`config.mk`:
```
export PLATFORM = sky130hd
export DESIGN_NAME = rr_otf_convert_flat
export DESIGN_NICKNAME = d
export VERILOG_FILES = /design/src/rtl/rr_otf_convert_pkg.sv /design/src/rtl/rr_otf_convert_if.sv /design/src/rtl/rr_otf_convert_append.sv /design/src/rtl/rr_otf_convert.sv /design/src/flat_wrapper.sv
export SDC_FILE = /design/constraint.sdc
export NUM_CORES = 1
export LEC_CHECK = 0
export BUFFER_PORTS_ARGS = -buffer_cell sky130_fd_sc_hd__buf_2
export CORE_ASPECT_RATIO = 1.1
export CORE_MARGIN = 4
export CORE_UTILIZATION = 61
export CTS_CLUSTER_SIZE = 12
export DETAILED_ROUTE_END_ITERATION = 10
export PLACE_DENSITY_LB_ADDON = 0.1
export SYNTH_ARGS = -nofsm -noshare
export SYNTH_HDL_FRONTEND = slang
export SYNTH_SLANG_ARGS = --single-unit
```
`constraint.sdc`:
```
create_clock -name clk -period 3.75 [get_ports clk]
set_input_delay 0.1875 -clock clk [delete_from_list [all_inputs] [get_ports clk]]
set_output_delay 0.1875 -clock clk [all_outputs]
set_load 0.02 [all_outputs]
```
`src/rtl/rr_otf_convert_pkg.sv`:
```
// Shared definitions for the radix-R on-the-fly converter: state encoding and
// derived-width helpers so every file computes D, K, RW and the counter width identically.
package rr_otf_convert_pkg;

    typedef enum logic [1:0] {
        IDLE = 2'd0,
        ACC  = 2'd1,
        DONE = 2'd2
    } otf_state_t;

    function automatic int digit_bits(input int radix);
        return $clog2(radix) + 1;
    endfunction

    function automatic int shift_bits(input int radix);
        return $clog2(radix);
    endfunction

    function automatic int result_bits(input int radix, input int width);
        return width * $clog2(radix) + 1;
    endfunction

    function automatic int count_bits(input int width);
        return $clog2(width + 1);
    endfunction

endpackage

```
`src/rtl/rr_otf_convert_if.sv`:
```
// Digit-in / word-out handshake bundle for rr_otf_convert. The master side feeds
// signed digits and takes completed words; the slave side is the converter.
interface rr_otf_convert_if
    import rr_otf_convert_pkg::*;
#(
    parameter int RADIX = 4,
    parameter int WIDTH = 4
);
    localparam int D  = digit_bits(RADIX);
    localparam int RW = result_bits(RADIX, WIDTH);

    logic          in_valid;
    logic          in_ready;
    logic [D-1:0]  p_in;
    logic          out_valid;
    logic          out_ready;
    logic [RW-1:0] result;
    logic          dig_err;

    modport master (
        output in_valid, p_in, out_ready,
        input  in_ready, out_valid, result, dig_err
    );

    modport slave (
        input  in_valid, p_in, out_ready,
        output in_ready, out_valid, result, dig_err
    );

endinterface

```
`src/rtl/rr_otf_convert_append.sv`:
```
// Combinational Q/QM append step: shifts one signed digit into the pair of
// candidate words, keeping QM == Q-1 so no carry-propagate adder is ever needed.
module rr_otf_convert_append
    import rr_otf_convert_pkg::*;
#(
    parameter int RADIX = 4,
    parameter int WIDTH = 4,
    localparam int D  = digit_bits(RADIX),
    localparam int K  = shift_bits(RADIX),
    localparam int RW = result_bits(RADIX, WIDTH)
) (
    input  logic [RW-1:0] q,
    input  logic [RW-1:0] qm,
    input  logic [D-1:0]  p,
    output logic [RW-1:0] q_next,
    output logic [RW-1:0] qm_next,
    output logic          illegal
);

    // -R is the only D-bit pattern outside the digit set.
    localparam logic [D-1:0] ILLEGAL_DIGIT = D'(1) << K;

    logic          neg;
    logic          zero;
    logic [K-1:0]  mag;
    logic [K-1:0]  q_digit;
    logic [K-1:0]  qm_digit;
    logic [RW-1:0] q_src;
    logic [RW-1:0] qm_src;

    always_comb begin
        illegal = (p == ILLEGAL_DIGIT);
        neg     = p[D-1];
        zero    = (p == '0);

        // An illegal digit is treated as -(R-1) so the word still completes.
        if (illegal)
            mag = K'(RADIX - 1);
        else if (neg)
            mag = K'(-p);
        else
            mag = p[K-1:0];

        q_digit  = neg ? -mag : mag;
        qm_digit = neg ? ~mag : mag - 1'b1;

        q_src  = neg ? qm : q;
        qm_src = (neg || zero) ? qm : q;

        q_next  = RW'({q_src, q_digit});
        qm_next = RW'({qm_src, qm_digit});
    end

endmodule

```
`src/rtl/rr_otf_convert.sv`:
```
// On-the-fly MSDF signed-digit to two's-complement converter: FSM, digit counter,
// Q/QM registers and the valid/ready handshakes around rr_otf_convert_append.
module rr_otf_convert
    import rr_otf_convert_pkg::*;
#(
    parameter int RADIX = 4,
    parameter int WIDTH = 4,
    localparam int D  = digit_bits(RADIX),
    localparam int RW = result_bits(RADIX, WIDTH),
    localparam int CW = count_bits(WIDTH)
) (
    input  logic                clk,
    input  logic                reset_n,
    input  logic                clear,
    rr_otf_convert_if.slave     bus
);

    otf_state_t    state;
    logic [CW-1:0] cnt;
    logic [RW-1:0] q;
    logic [RW-1:0] qm;
    logic [RW-1:0] q_next;
    logic [RW-1:0] qm_next;
    logic [RW-1:0] result;
    logic          err_acc;
    logic          dig_err;
    logic          out_valid;
    logic          illegal;
    logic          accept;
    logic          take;
    logic          last;
    logic [D-1:0]  digit;

    assign digit         = bus.p_in;
    assign bus.in_ready  = (state != DONE) | bus.out_ready;
    assign accept        = bus.in_valid & bus.in_ready;
    assign take          = out_valid & bus.out_ready;
    assign last          = (cnt == CW'(WIDTH - 1));

    assign bus.out_valid = out_valid;
    assign bus.result    = result;
    assign bus.dig_err   = dig_err;

    rr_otf_convert_append #(
        .RADIX (RADIX),
        .WIDTH (WIDTH)
    ) u_append (
        .q       (q),
        .qm      (qm),
        .p       (digit),
        .q_next  (q_next),
        .qm_next (qm_next),
        .illegal (illegal)
    );

    // Take is handled first so a same-cycle accept can restart ACC/DONE on top of it;
    // clear then overrides accept but leaves a finished word in DONE untouched.
    always_ff @(posedge clk or negedge reset_n) begin
        if (!reset_n) begin
            state     <= IDLE;
            cnt       <= '0;
            q         <= '0;
            qm        <= '1;
            err_acc   <= 1'b0;
            result    <= '0;
            dig_err   <= 1'b0;
            out_valid <= 1'b0;
        end else begin
            if (take) begin
                out_valid <= 1'b0;
                state     <= IDLE;
            end

            if (clear) begin
                q       <= '0;
                qm      <= '1;
                cnt     <= '0;
                err_acc <= 1'b0;
                if (state != DONE)
                    state <= IDLE;
            end else if (accept) begin
                if (last) begin
                    result    <= q_next;
                    dig_err   <= err_acc | illegal;
                    out_valid <= 1'b1;
                    state     <= DONE;
                    q         <= '0;
                    qm        <= '1;
                    cnt       <= '0;
                    err_acc   <= 1'b0;
                end else begin
                    q       <= q_next;
                    qm      <= qm_next;
                    cnt     <= cnt + 1'b1;
                    err_acc <= err_acc | illegal;
                    state   <= ACC;
                end
            end
        end
    end

endmodule
```
`src/flat_wrapper.sv`:
```
// flat-port wrapper written by rule: the top's interface ports become plain ports
module rr_otf_convert_flat import rr_otf_convert_pkg::*;
#(
    parameter int RADIX = 4,
    parameter int WIDTH = 4,
    localparam int D  = digit_bits(RADIX),
    localparam int RW = result_bits(RADIX, WIDTH),
    localparam int CW = count_bits(WIDTH)
)
  (clk, reset_n, clear, bus_in_valid, bus_p_in, bus_out_ready, bus_in_ready, bus_out_valid, bus_result, bus_dig_err);
  rr_otf_convert_if #(.RADIX(RADIX), .WIDTH(WIDTH)) bus_i ();
  input  logic clk;
  input  logic reset_n;
  input  logic clear;
  input wire logic [$bits(bus_i.in_valid)-1:0] bus_in_valid;
  input wire logic [$bits(bus_i.p_in)-1:0] bus_p_in;
  input wire logic [$bits(bus_i.out_ready)-1:0] bus_out_ready;
  output wire logic [$bits(bus_i.in_ready)-1:0] bus_in_ready;
  output wire logic [$bits(bus_i.out_valid)-1:0] bus_out_valid;
  output wire logic [$bits(bus_i.result)-1:0] bus_result;
  output wire logic [$bits(bus_i.dig_err)-1:0] bus_dig_err;
  assign bus_i.in_valid = bus_in_valid;
  assign bus_i.p_in = bus_p_in;
  assign bus_i.out_ready = bus_out_ready;
  assign bus_in_ready = bus_i.in_ready;
  assign bus_out_valid = bus_i.out_valid;
  assign bus_result = bus_i.result;
  assign bus_dig_err = bus_i.dig_err;
  rr_otf_convert #(.RADIX(RADIX), .WIDTH(WIDTH)) u_core (.clk(clk), .reset_n(reset_n), .clear(clear), .bus(bus_i));
endmodule
```
==> out/metrics.csv <==
stage,metric,value,unit
status,status,finished clean,
die,die footprint,0.00350,mm^2
clock_tree,clock transition at the registers of the reported paths,0.09,ns
worst_setup_path,Worst setup EP type,output pin,
die,die height,61.6,um
routing,Pre-antenna DRT Iters,4,
synth,Post-Synthesis Cells,140,
sta,Hold Slack,0.0579,ns
worst_setup_path,crit path max fanout,21,
final_layout,Finished Layout Cells,189,
clock_tree,post-CTS sizing,0,
clock_tree,clk root buf,clkbuf_4,
final_layout,Util after Layout,69.8,%
clock_tree,worst skew pair latency,0.34,ns
final_layout,nets@finish,167,
die,IO Pins,20,
final_layout,layout cells sized above 1,34.8,%
clock_tree,Max clock buf depth,2,
sta,"Hold Vio Cnt, Final",0,
clock_tree,H-tree levels,2,
worst_setup_path,"Req. time, crit path",3.56,ns
synth,"flops & latches, synth",31,
synth,area of the mapped netlist,0.00160,mm^2
hold_path,Hold Crit Class,in2reg,
flow_run,Max Cap Viol,0,
die,Die X,56.8,um
clock_tree,Sink Count,31,
global_route,total congestion overflow,0,
sta,Final setup viols,0,
routing,number of DRC markers in iteration 0,39,
sta,Setup WS post-layout,1.77,ns
synth,sequential area share after synthesis,49.2,%
worst_setup_path,Crit path arrival time,1.80,ns
power,total power,740,uW
routing,Post-Route WL,3.15,mm
clock_tree,CTS tree,done,
power,leakage,0.827,nW
power,Pwr Density,425,mW/mm^2
sta,relative slew slack,55.7,%
synth,Yosys cell types,37,
clock_tree,Post-CTS Hold Buffers,1,
global_route,initial antenna violation count,0,
placed_design,Final Wtd Congestion,0.834,
sta,Slew @ Worst Pin,0.664,ns
routing,Antenna Violating Nets Remaining,0,
die,std cell rows,19,
sta,setup_tns,0,ns
worst_setup_path,CP Launch Type,flip-flop,
placed_design,Setup Slack @ Placement,1.90,ns
placed_design,post-DP HPWL,2.09,mm
synth,Syn. warnings,0,
final_layout,Area growth syn-to-layout,9.18,%
routing,Vias,1164,
synth,Syn Nets,150,
global_route,Tot GR Track Use,21.1,%
placed_design,dpl cells,180,
sta,max frequency,504,MHz
global_route,first-pass GRT wire length,5.46,mm
placed_design,placed cell area,0.00168,mm^2
sta,Tmin final,1.98,ns
power,Max VDD drop,0.336,mV
routing,WL/cell,16.7,um
sta,crit share post-route,52.9,%
routing,DRC errors left,0,
global_route,vias in the first global route,1151,
worst_setup_path,worst setup path category,reg2out,
final_layout,post-route design area,0.00174,mm^2
placed_design,Buffers on Ports,19,
sta,RSZ-0062 raised after global routing,no,
synth,Avg Inst Size Synth,11.4,um^2
sta,max-slew violation count,0,
die,Initial Util,63.9,%
die,core area,0.00250,mm^2
routing,Via density,6.16,
final_layout,ANT cells,0,
clock_tree,Post-CTS Setup Inserts,0,
worst_setup_path,Reg2Reg Setup Slack,1.91,ns
clock_tree,CTS Buf Count,5,
global_route,largest net degree at the start of global routing,32,
sta,clock skew,0.00530,ns
[cells in the final DEF, fill, tap and decap left out, types with 2 or more instances in the layout]
cell type / count
a211oi_1: 5
a21o_1: 4
a21oi_1: 12
a311oi_1: 2
a31oi_1: 5
buf_2: 19
clkbuf_4: 5
clkinv_2: 3
dfrtp_1: 24
dfstp_2: 7
ha_1: 2
inv_1: 6
mux2_2: 8
mux2_4: 8
mux2i_1: 6
nand2b_1: 3
nand3_1: 3
nand4_1: 6
o21ai_0: 9
o22ai_1: 2
[synthesized netlist by cell type]
cell type / n / area, um^2
xnor2_1: 1 / 8.76
ha_1: 2 / 25.0
nand3_1: 3 / 15.0
nand4_1: 6 / 37.5
o22ai_1: 2 / 12.5
nand2b_4: 1 / 13.8
a41oi_1: 1 / 8.76
mux2i_1: 6 / 60.1
nand4b_1: 1 / 8.76
nor3_1: 1 / 5.00
or4_4: 1 / 11.3
buf_6: 2 / 22.5
o21ai_0: 9 / 45.0
nor2_2: 1 / 6.26
dfstp_2: 7 / 184
nand2_1: 1 / 3.75
dfrtp_1: 24 / 601
inv_2: 1 / 3.75
o32a_1: 1 / 10.0
xor2_1: 1 / 8.76
a311oi_1: 2 / 17.5
mux2_2: 8 / 90.1
clkbuf_1: 8 / 30.0
nor2b_1: 1 / 6.26
inv_1: 6 / 22.5
mux2_4: 8 / 120
a21oi_1: 12 / 60.1
a31oi_1: 5 / 31.3
a41o_1: 1 / 10.0
buf_2: 1 / 5.00
o31ai_1: 1 / 7.51
nor3b_1: 1 / 7.51
or3_1: 1 / 6.26
a211oi_1: 5 / 37.5
a21o_1: 4 / 30.0
nand2b_1: 3 / 18.8
nor2_1: 1 / 3.75
[flip-flops by register name, indices dropped and copies added (netlist names)]
name                  cells
u_core.qm                 7
u_core.bus.result         9
u_core.q                  7
u_core.state              2
u_core.cnt                3
u_core.err_acc            1
u_core.bus.dig_err        1
u_core.bus.out_valid      1
[worst paths after layout]
| check | cells after the start | startpoint | end |
|---|---|---|---|
| hold reg to reg | 1 | u_core.bus.result[0] | u_core.bus.result[0] |
| min in group asynchronous | 2 | reset_n | u_core.bus.result[5] |
| hold / removal | 2 | bus_out_ready | u_core.bus.out_valid |
| max in group asynchronous | 2 | reset_n | u_core.q[3] |
| setup reg to reg | 5 | u_core.state[1] | u_core.qm[1] |
| setup / recovery | 4 | u_core.state[1] | bus_in_ready |
[layer usage]
metal	vias up	track usage [%]	part of all wire (%)
li1	553	-	-
met1	569	26.8	44
met2	33	33.2	49
met3	9	8.39	4.8
met4	0	7.62	1.9
met5	-	0	0
[cell type report]
class                      instances  area [um^2]
tap                               31         38.8
timing repair buffer              21          113
multi-input combinational         91          727
sequential                        31          785
clock buffer                       5         37.5
inverter                           7         26.3
clock inverter                     3         15.0
fill                             169          754
[critical path, stage by stage (launching register included)]
cell and delay [ns]:
dfrtp_1 0.40, nor3b_1 0.14, buf_4 0.16, inv_1 0.47, buf_2 0.28
[cell families after synthesis]
| kind of cell | count (synthesis) | share of synthesized area [%] |
|---|---|---|
| fa+ha+maj | 2 | 1.57 |
| mux | 22 | 16.9 |
| flops | 31 | 49.2 |
| compound gates | 43 | 16.9 |
| xor+xnor | 2 | 1.10 |
| simple gates | 22 | 9.02 |
| buf+inv | 18 | 5.25 |
[where the power goes]
group          total (mW)  switching (mW)  internal [mW]  leakage [nW]
Clock               0.186           0.117         0.0696        0.0347
Sequential          0.396          0.0211          0.375         0.394
Combinational       0.158          0.0879         0.0697         0.398
(Power assumes the default switching activity.)
